### src/rtl/add_accumulator_pkg.sv
// Shared widths and FSM encoding for the nibble-serial accumulator.
package add_accumulator_pkg;

    localparam int OP_W  = 4;
    localparam int ACC_W = 8;
    localparam int CNT_W = 8;

    typedef enum logic [1:0] {
        ST_ACCEPT = 2'd0,
        ST_ADD_LO = 2'd1,
        ST_ADD_HI = 2'd2,
        ST_DONE   = 2'd3
    } state_e;

endpackage

### src/rtl/add_accumulator_four_bit_adder.sv
// Plain 4-bit ripple adder with carry in/out; the only adder in the accumulator.
module four_bit_adder (
    input  logic [3:0] a_i,
    input  logic [3:0] b_i,
    input  logic       cin_i,
    output logic [3:0] sum_o,
    output logic       cout_o
);

    assign {cout_o, sum_o} = {1'b0, a_i} + {1'b0, b_i} + {4'b0000, cin_i};

endmodule

### src/rtl/add_accumulator.sv
// Frame accumulator: sums N_OPS 4-bit operands into an 8-bit register using one
// 4-bit adder shared between a low-nibble pass and a high-nibble pass.
module add_accumulator
    import add_accumulator_pkg::*;
#(
    parameter int N_OPS = 4
) (
    input  logic             clk,
    input  logic             rst,
    input  logic             clear,
    input  logic             in_valid,
    output logic             in_ready,
    input  logic [OP_W-1:0]  in_data,
    output logic             out_valid,
    input  logic             out_ready,
    output logic [ACC_W-1:0] out_sum,
    output logic             out_ovf
);

    localparam logic [CNT_W-1:0] N_OPS_C = CNT_W'(N_OPS);

    state_e           state_q;
    logic [ACC_W-1:0] acc_q;
    logic [CNT_W-1:0] cnt_q;
    logic [CNT_W-1:0] cnt_d;
    logic             carry_q;
    logic [OP_W-1:0]  opnd_q;
    logic             ovf_q;

    logic [3:0] add_a;
    logic [3:0] add_b;
    logic       add_cin;
    logic [3:0] add_sum;
    logic       add_cout;

    // High pass adds only the stored carry to the upper nibble.
    always_comb begin
        add_a   = acc_q[3:0];
        add_b   = opnd_q;
        add_cin = 1'b0;
        if (state_q == ST_ADD_HI) begin
            add_a   = acc_q[7:4];
            add_b   = 4'b0000;
            add_cin = carry_q;
        end
    end

    four_bit_adder u_adder (
        .a_i    (add_a),
        .b_i    (add_b),
        .cin_i  (add_cin),
        .sum_o  (add_sum),
        .cout_o (add_cout)
    );

    assign cnt_d = cnt_q + 8'd1;

    always_ff @(posedge clk) begin
        if (rst) begin
            state_q <= ST_ACCEPT;
            acc_q   <= '0;
            cnt_q   <= '0;
            carry_q <= 1'b0;
            opnd_q  <= '0;
            ovf_q   <= 1'b0;
        end else if (clear) begin
            state_q <= ST_ACCEPT;
            acc_q   <= '0;
            cnt_q   <= '0;
            carry_q <= 1'b0;
            ovf_q   <= 1'b0;
        end else begin
            case (state_q)
                ST_ACCEPT: begin
                    if (in_valid) begin
                        opnd_q  <= in_data;
                        state_q <= ST_ADD_LO;
                    end
                end
                ST_ADD_LO: begin
                    acc_q[3:0] <= add_sum;
                    carry_q    <= add_cout;
                    state_q    <= ST_ADD_HI;
                end
                ST_ADD_HI: begin
                    acc_q[7:4] <= add_sum;
                    // Carry out of the top nibble means the frame sum passed 255.
                    if (add_cout) begin
                        ovf_q <= 1'b1;
                    end
                    cnt_q   <= cnt_d;
                    state_q <= (cnt_d == N_OPS_C) ? ST_DONE : ST_ACCEPT;
                end
                ST_DONE: begin
                    if (out_ready) begin
                        acc_q   <= '0;
                        cnt_q   <= '0;
                        ovf_q   <= 1'b0;
                        state_q <= ST_ACCEPT;
                    end
                end
                default: state_q <= ST_ACCEPT;
            endcase
        end
    end

    assign in_ready  = (state_q == ST_ACCEPT);
    assign out_valid = (state_q == ST_DONE);
    assign out_sum   = acc_q;
    assign out_ovf   = ovf_q;

endmodule
### config.mk
export PLATFORM = sky130hd
export DESIGN_NAME = add_accumulator
export DESIGN_NICKNAME = d
export VERILOG_FILES = /design/src/rtl/add_accumulator_pkg.sv /design/src/rtl/add_accumulator_four_bit_adder.sv /design/src/rtl/add_accumulator.sv
export SDC_FILE = /design/constraint.sdc
export NUM_CORES = 1
export LEC_CHECK = 0
export ABC_AREA = 1
export CAP_MARGIN = 20
export CORE_MARGIN = 5
export CORE_UTILIZATION = 45
export CTS_BUF_LIST = sky130_fd_sc_hd__clkbuf_16
export DETAILED_ROUTE_END_ITERATION = 10
export PLACE_DENSITY = 0.69
export SLEW_MARGIN = 25
export SYNTH_ARGS = -nofsm -noshare
export SYNTH_HDL_FRONTEND = slang
export SYNTH_SLANG_ARGS = --single-unit
### constraint.sdc
create_clock -name clk -period 6.7 [get_ports clk]
set_input_delay 1.005 -clock clk [delete_from_list [all_inputs] [get_ports clk]]
set_output_delay 1.005 -clock clk [all_outputs]
set_load 0.005 [all_outputs]
* Yosys cells after proc, flatten, opt, wreduce, memory -nomap -nowiden
Index checks and enable logic that the tools add are counted.
** Storage, ports and cells
- Register bits :: 24
- Output and inout port bits :: 11
** Operators by class
- Muxes and demuxes :: 14
- Add/sub/neg operators :: 3
- Equal/unequal tests :: 7
- Bitwise gates (word level) :: 1
- Reductions and logical operators :: 9
** Operators by type and width (number)
- one-hot mux 4 bit (2 select lines) :: 2
- one-hot mux 8 bit (2 select lines) :: 1
- adder 8 x 1 -> 8 bit, second input constant :: 1
- equality test 8 x 3 -> 1 bit, second input constant :: 1
- 2-to-1 mux 4 bit :: 2
- 2-to-1 mux 8 bit :: 1
- one-hot mux 2 bit (4 select lines) :: 1
- 2-to-1 mux 2 bit :: 3
- AND reduction 2 bit :: 3
- AND reduction 3 bit :: 2
- adder 4 x 4 -> 5 bit :: 1
- adder 5 x 1 -> 5 bit :: 1
- equality test 2 bit, second input constant :: 2
- != test 2 bit, second input constant :: 2
- nonzero test 2 bit :: 2
- 2-to-1 mux 1 bit :: 3
- equality test 2 x 1 -> 1 bit, second input constant :: 1
- zero test 2 bit :: 1
- != test 2 x 1 -> 1 bit, second input constant :: 1
- one-hot mux 1 bit (2 select lines) :: 1
- OR reduction 2 bit :: 1
- NOT 1 bit :: 1

* Logic depth before layout (Yosys ltp)
Gate-level depths: netlist of the first run.
- Depth after elaboration :: 6
- Mapped depth :: 13

* By module
From an unflattened synthesis of the first run, not the netlist that was laid out.
** Unflattened totals
- Cell total of the unflattened synthesis :: 198
- Area total of the unflattened synthesis :: 1293.7 µm²
** By module, submodules not included
- add_accumulator :: area an instance 1128.6 µm², times used 1, sequential area each 480.5 µm², cells each 173
- four_bit_adder :: area an instance 165.2 µm², times used 1, sequential area each 0.0 µm², cells each 25

* Least setup slack after synthesis of the first run
OpenSTA, ideal clock, no wires.
- Path type :: reg-to-reg
- Start point :: reg state_q[1]
- End point :: reg acc_q[5] (netlist: out_sum[5])
- Clock period less this slack :: 2.152 ns
- Arrival :: 2.082 ns
- Cell stages (with the launch flop) :: 11
- Path slack :: 4.548 ns
- Buffers on the path :: 1
- Path through :: dfxtp_1 -> inv_2 -> nor2_4 -> inv_2 -> buf_6 -> nand2_1 -> o21ai_0 -> fa_1 -> fa_1 -> or2_0 -> a21oi_1
** Between the ends
- Cells in the longest elaborated chain, start to end :: 5
** RTL lines
- from (decl) :: line add_accumulator.sv:22 : state_e state_q;
- from (signal assigned) :: line add_accumulator.sv:92 : state_q <= (cnt_d == N_OPS_C) ? ST_DONE : ST_ACCEPT;
- equality test 2 bit :: line add_accumulator.sv:41, add_accumulator.sv:73
- 2-to-1 mux 4 bit :: line add_accumulator.sv:41 : if (state_q == ST_ADD_HI) begin
- adder 4 x 4 -> 5 bit :: line add_accumulator_four_bit_adder.sv:10 : assign {cout_o, sum_o} = {1'b0, a_i} + {1'b0, b_i} + {4'b0000, cin_i};
- adder 5 x 1 -> 5 bit :: line add_accumulator_four_bit_adder.sv:10
- one-hot mux 4 bit (2 select lines) :: line add_accumulator.sv:73 : case (state_q)
- to (signal assigned) :: line add_accumulator.sv:86 : acc_q[7:4] <= add_sum;
- to (decl) :: line add_accumulator.sv:23 : logic [ACC_W-1:0] acc_q;
Parallel ways exist; a longest one is shown, timed or not.
A chain may end at the register's enable or synchronous reset.

* Worst setup path in the final report of the first run
Ends and elaborated chain as after synthesis.

==> results of run 1 <==
## area by class of cell
cell class / instances / area share (%)
Tap cell: 31 / 2.42
Sequential cell: 24 / 30.0
Inverter: 28 / 6.57
Clock inverter: 1 / 1.88
Timing Repair Buffer: 19 / 11.9
Clock buffer: 3 / 4.69
Multi-Input combinational cell: 132 / 42.5
## flip-flops by register name, indices dropped and copies added, names as in the netlist
register / count
opnd_q: 4
out_ovf: 1
cnt_q: 8
out_sum: 8
carry_q: 1
state_q: 2
## per-stage QoR
step	hold WS, ns	area (um2)	setup slack (ns)	power, W	instances
after floorplan	0.435	1290	4.55	0.000162	187
after global placement	0.463	1500	4.24	0.000172	234
after detailed placement	0.470	1500	4.24	0.000173	234
after CTS	0.481	1600	4.20	0.000341	238
after global routing	0.495	1600	3.99	0.000351	238
final	0.480	1600	4.19	0.000339	238
## cells in the mapped netlist (4+ instances only)
library cell / number
sky130_fd_sc_hd__nand3_1: 9
sky130_fd_sc_hd__inv_2: 4
sky130_fd_sc_hd__ha_1: 4
sky130_fd_sc_hd__dfxtp_1: 24
sky130_fd_sc_hd__nand2_1: 51
sky130_fd_sc_hd__inv_1: 24
sky130_fd_sc_hd__nor2_1: 12
sky130_fd_sc_hd__o21ai_0: 13
sky130_fd_sc_hd__a21oi_1: 23
## worst max-delay path, cell delays in order (launching register included)
cell and delay (ns):
sky130_fd_sc_hd__dfxtp_1 0.37, sky130_fd_sc_hd__inv_2 0.07, sky130_fd_sc_hd__nor2_4 0.27, sky130_fd_sc_hd__inv_2 0.20
sky130_fd_sc_hd__nand2_1 0.09, sky130_fd_sc_hd__o21ai_0 0.12, sky130_fd_sc_hd__fa_1 0.49, sky130_fd_sc_hd__fa_1 0.46
sky130_fd_sc_hd__or2_0 0.24, sky130_fd_sc_hd__a21oi_1 0.14
## power by group through the flow
stage                      logic, W  registers, W  clock network (W)
after floorplan           0.0000129      0.000149                  0
after global placement    0.0000222      0.000150                  0
after detailed placement  0.0000228      0.000150                  0
after CTS                 0.0000230      0.000147           0.000171
after global routing      0.0000261      0.000147           0.000178
final                     0.0000231      0.000147           0.000169
## per-layer routing
metal	share of wire, %	global-route usage, %	wire length [um]
met1	48	19.4	1420
met2	48	25.4	1430
met3	3.0	3.02	90
met4	1.8	4.94	55
met5	0	0	0
## cell families (layout without fill, tap and decap cells)
logic type      after synthesis  after routing  share of synthesized area, %
simple gates                 82             82                          27.6
compound gates               44             44                          18.3
buf+inv                      31             51                          9.73
flops                        24             24                          37.4
fa+ha+maj                     6              6                          7.00
## final timing paths
kind	from	end	slack, ns	cells past startpoint
min reg2reg	opnd_q[3]	opnd_q[3]	0.48	2
max	state_q[1]	out_sum[5]	4.19	9
min	opnd_q[3]	opnd_q[3]	0.48	2
max reg2reg	state_q[1]	out_sum[5]	4.19	9
==> metrics.md, run 1 <==
| Metric | Value |
|---|---|
| Post-cts repair resize count | 0 |
| Number of levels the H-tree was split into | 1 |
| Leading area contributor after synthesis | sky130_fd_sc_hd__dfxtp_1 |
| Maximum capacitance violations | 0 |
| Clock tree skew after final layout | 0.00423 ns |
| Initial Util | 46.6% |
| CTS Buf Count | 3 |
| First drt pass iteration count | 4 |
| I/O Pins | 20 |
| Cell count after synthesis | 187 |
| Post-detailed-placement half-perimeter wirelength | 2260 um |
| Clock edge transition at the registers on the reported setup and hold paths | 0.06 ns |
| Fmax | 398 MHz |
| Residual antenna-violating net count after detailed routing | 0 |
| Average instance area after synthesis | 6.88 um2 |
| Biggest fanout along the worst timing path | 14 |
| Vias per cell | 5.15 |
| Routed wire length | 3000 um |
| Sequential fraction of design power | 43.2% |
| VDD IR-drop max | 0.000144 V |
| Average routed wire per standard cell | 12.6 um |
| Critical Path Source Type | flip-flop |
| Antenna violations before repair | 0 |
| Number of enable flip-flop cells after synthesis | 0 |
| Synth Register Bits | 24 |
| Width of the chip | 63.5 um |
| Overflow left after global routing | 0 |
| Dominant cells by area after synthesis | sky130_fd_sc_hd__dfxtp_1, sky130_fd_sc_hd__nand2_1, sky130_fd_sc_hd__a21oi_1 |
| Most used flip-flop cell after synthesis | sky130_fd_sc_hd__dfxtp_1 |
| Final weighted congestion in routability-driven placement | 0.884 |
| Global-route wire length before repair | 5060 um |
| Area share of the largest cell type after synthesis | 37.4% |
| CTS root buf | sky130_fd_sc_hd__clkbuf_16 |
| Sw Ratio | 19.2% |
| Min-delay worst type | reg -> reg |
| Max-slew violations | 0 |
| Switch Pwr | 0.0000651 W |
| Worst-margin pin slew | 0.396 ns |
| Sequential fraction of the synthesis area | 37.4% |
| Count of inserted antenna diode cells | 0 |
| RSZ-0062 raised after global routing | false |
| DRC viols | 0 |
| Element type at the critical path end | flip-flop |
| Total vias in the final route | 1225 |
| Number of global-route vias before repair | 1159 |
| Clock tree from TritonCTS | yes |
| FILL cells | 262 |
| Post-CTS Setup Inserts | 0 |
| Total Negative Setup Slacks | 0 ns |
| Power density relative to cell area | 212 mW/mm2 |
| Combinational fraction of design power | 6.8% |
| Layout area overhead | 24.4% |
| Core Rows | 19 |
| Data arrival time of the critical path | 2.70 ns |
| Die footprint | 0.00403 mm2 |
| Fraction of layout instances using a drive strength above 1 | 6.76% |
| Highest-count cells in the layout ignoring fill and taps | sky130_fd_sc_hd__nand2_1, sky130_fd_sc_hd__inv_1, sky130_fd_sc_hd__dfxtp_1 |
| Utilization after layout | 58.0% |
| Flip-flop and latch area | 480 um2 |
| Footprint of the multi-input gates | 681 um2 |
| Clk buf depth | 2 |
| Cell internal power dissipation | 0.000274 W |
| Final worst path period share | 37.5% |
| Number of sinks handled by clock tree synthesis | 24 |
| Die Ht | 63.5 um |
| Summed instance area of the synthesized netlist | 0.00129 mm2 |
| Total routing usage reported by global routing | 15.2% |
| Slew headroom | 73.6% |
| Input/output buffers | 19 |
| Clock latency on the worst-skew pair | 0.26 ns |
| Post-synth ARST share | 0% |
| Pin count of the biggest net entering global routing | 15 |
| Final Hold Vio Count | 0 |
| Most common cell after layout, fill and taps aside | sky130_fd_sc_hd__nand2_1 |
| Final period demand of the worst path | 2.51 ns |
| Number of hold buffers added after cts | 0 |
| Final setup vio count | 0 |
| Leakage | 0.653 nW |
| Post-Syn Nets | 202 |
| Total core area | 0.00276 mm2 |
| Result of the run | complete, no violations |
| NumNets Final | 223 |
| Drt initial violations | 43 |
| Clk pwr share | 49.9% |
| Count of unique library cells instantiated by Yosys | 24 |
| Data required time of the critical path | 6.88 ns |
| Number of synthesis warnings | 0 |
| Critical path type | reg -> reg |
No activity file was read; power rests on OpenSTA's default activity.
==> run 2, diff against run 1 <==
PLACE_DENSITY = 0.71   (was 0.69)
clock period = 2.2 ns   (was 6.7 ns; I/O delays follow)
==> metrics.md, run 2 (synthesis results as in run 1) <==
| Metric | Value |
|---|---|
| Clock latency on the worst-skew pair | 0.26 ns (about the same) |
| Antenna violations before repair | 0 (unchanged) |
| Clock edge transition at the registers on the reported setup and hold paths | 0.07 ns (was 0.06 ns) |
| Leakage | 0.673 nW (was 0.653 nW) |
| Element type at the critical path end | flip-flop (unchanged) |
| Die footprint | 0.00403 mm2 (unchanged) |
| CTS Buf Count | 3 (unchanged) |
| Final weighted congestion in routability-driven placement | 0.896 (was 0.884) |
| Combinational fraction of design power | 7.1% (was 6.8%) |
| I/O Pins | 20 (unchanged) |
| CTS root buf | sky130_fd_sc_hd__clkbuf_16 (unchanged) |
| Layout area overhead | 26.9% (was 24.4%) |
| Critical Path Source Type | flip-flop (unchanged) |
| Pin count of the biggest net entering global routing | 15 (unchanged) |
| VDD IR-drop max | 0.000506 V (was 0.000144 V) |
| Data required time of the critical path | 2.39 ns (was 6.88 ns) |
| Total power | 0.00103 W (was 0.000339 W) |
| Cell depth of the worst min-delay path | 2 (unchanged) |
| Clk buf depth | 2 (unchanged) |
| Clock tree from TritonCTS | yes (unchanged) |
| Core Rows | 19 (unchanged) |
| Max-slew violations | 0 (unchanged) |
| Maximum capacitance violations | 0 (unchanged) |
| Width of the chip | 63.5 um (unchanged) |
| Sw Ratio | 19.1% (was 19.2%) |
| Min-delay worst type | reg -> reg (unchanged) |
| Final setup vio count | 0 (unchanged) |
| Sequential fraction of design power | 43.1% (was 43.2%) |
| Vias per cell | 5.19 (was 5.15) |
| Most common cell after layout, fill and taps aside | sky130_fd_sc_hd__nand2_1 (unchanged) |
| Residual antenna-violating net count after detailed routing | 0 (unchanged) |
| Cell internal power dissipation | 0.000837 W (was 0.000274 W) |
| Highest-count cells in the layout ignoring fill and taps | sky130_fd_sc_hd__nand2_1, sky130_fd_sc_hd__inv_1, sky130_fd_sc_hd__dfxtp_1 (unchanged) |
| Average routed wire per standard cell | 12.1 um (was 12.6 um) |
| Final worst path period share | 93.6% (was 37.5%) |
| Number of sinks handled by clock tree synthesis | 24 (unchanged) |
| Final period demand of the worst path | 2.06 ns (was 2.51 ns) |
| FILL cells | 262 (unchanged) |
| Number of cells in the design after placement | 238 (was 234) |
| DRC viols | 0 (unchanged) |
| Final Hold Vio Count | 0 (unchanged) |
| Post-cts repair resize count | 0 (unchanged) |
| Fmax | 486 MHz (was 398 MHz) |
| Final-layout worst hold slack | 0.462 ns (was 0.480 ns) |
| Post-detailed-placement half-perimeter wirelength | 2270 um (was 2260 um) |
| First drt pass iteration count | 4 (unchanged) |
| Number of levels the H-tree was split into | 1 (unchanged) |
| RSZ-0062 raised after global routing | false (unchanged) |
| Total core area | 0.00276 mm2 (unchanged) |
| Fraction of layout instances using a drive strength above 1 | 9.00% (was 6.76%) |
| Number of global-route vias before repair | 1215 (was 1159) |
| Worst-margin pin slew | 0.454 ns (was 0.396 ns) |
| Utilization after layout | 59.2% (was 58.0%) |
| Worst Reg2Reg Path Length in Cells | 8 (was 9) |
| Input/output buffers | 19 (unchanged) |
| Power density relative to cell area | 634 mW/mm2 (was 212 mW/mm2) |
| Result of the run | complete, no violations (unchanged) |
| NumNets Final | 227 (was 223) |
| Switch Pwr | 0.000198 W (was 0.0000651 W) |
| Final cell count without fillers | 242 (was 238) |
| Drt initial violations | 36 (was 43) |
| Global-route wire length before repair | 4960 um (was 5060 um) |
| Post-CTS Setup Inserts | 0 (unchanged) |
| Routed wire length | 2930 um (was 3000 um) |
| Count of inserted antenna diode cells | 0 (unchanged) |
| Total vias in the final route | 1256 (was 1225) |
| Die Ht | 63.5 um (unchanged) |
| Total Negative Setup Slacks | 0 ns (unchanged) |
| Biggest fanout along the worst timing path | 13 (was 14) |
| Clock tree skew after final layout | 0.00900 ns (was 0.00423 ns) |
| Overflow left after global routing | 0 (unchanged) |
| Critical path type | reg -> reg (unchanged) |
| Initial Util | 46.6% (unchanged) |
| Clk pwr share | 49.8% (was 49.9%) |
| Slew headroom | 69.7% (was 73.6%) |
| Number of hold buffers added after cts | 0 (unchanged) |
| Total routing usage reported by global routing | 15.1% (was 15.2%) |
| Data arrival time of the critical path | 2.25 ns (was 2.70 ns) |
## run 2: metal layers
layer / up-vias / global-route usage [%] / share of wire, %
met5: - / 0 / 0
met3: 6 / 3.55 / 2.6
li1: 647 / - / -
met4: 0 / 5.45 / 1.3
met1: 588 / 16.4 / 43
met2: 15 / 27.9 / 53
## run 2: power by group through the flow
| stage | Sequential (W) | Combinational (W) | Clock (W) |
|---|---|---|---|
| CTS | 0.000446 | 0.0000737 | 0.000525 |
| global placement | 0.000456 | 0.0000707 | 0 |
| floorplan | 0.000455 | 0.0000392 | 0 |
| detailed placement | 0.000456 | 0.0000732 | 0 |
| global route | 0.000447 | 0.0000819 | 0.000549 |
| finish | 0.000446 | 0.0000737 | 0.000515 |
## run 2: worst max-delay path, stage by stage (launching register included)
cell and delay (ns):
sky130_fd_sc_hd__dfxtp_1 0.36, sky130_fd_sc_hd__inv_2 0.06, sky130_fd_sc_hd__nor2_4 0.09, sky130_fd_sc_hd__buf_4 0.20, sky130_fd_sc_hd__nand2_1 0.09, sky130_fd_sc_hd__fa_2 0.36, sky130_fd_sc_hd__fa_1 0.45, sky130_fd_sc_hd__or2_0 0.23
sky130_fd_sc_hd__a21oi_1 0.16
## run 2: worst paths after layout
kind                    from    endpoint  slack [ns]
hold reg to reg      out_ovf     out_ovf        0.46
setup / recovery  state_q[1]  out_sum[5]        0.14
setup reg to reg  state_q[1]  out_sum[5]        0.14
hold / removal       out_ovf     out_ovf        0.46
## run 2: layout make-up
type / instances / area (um2) / area share (%)
sequential: 24 / 480 / 29.4
clock inverter: 1 / 30.0 / 1.84
inverter: 28 / 105 / 6.44
clock buffer: 3 / 75.1 / 4.60
tap: 31 / 38.8 / 2.38
multi-input combinational: 132 / 683 / 41.8
timing repair buffer: 23 / 220 / 13.5
## run 2: metrics by stage
step | setup slack, ns | area (um2)
2_1_floorplan | 0.0484 | 1290
3_3_place_gp | 0.150 | 1530
3_5_place_dp | 0.0681 | 1530
4_1_cts | 0.0544 | 1630
5_1_grt | 0.00396 | 1630
6_report | 0.141 | 1630
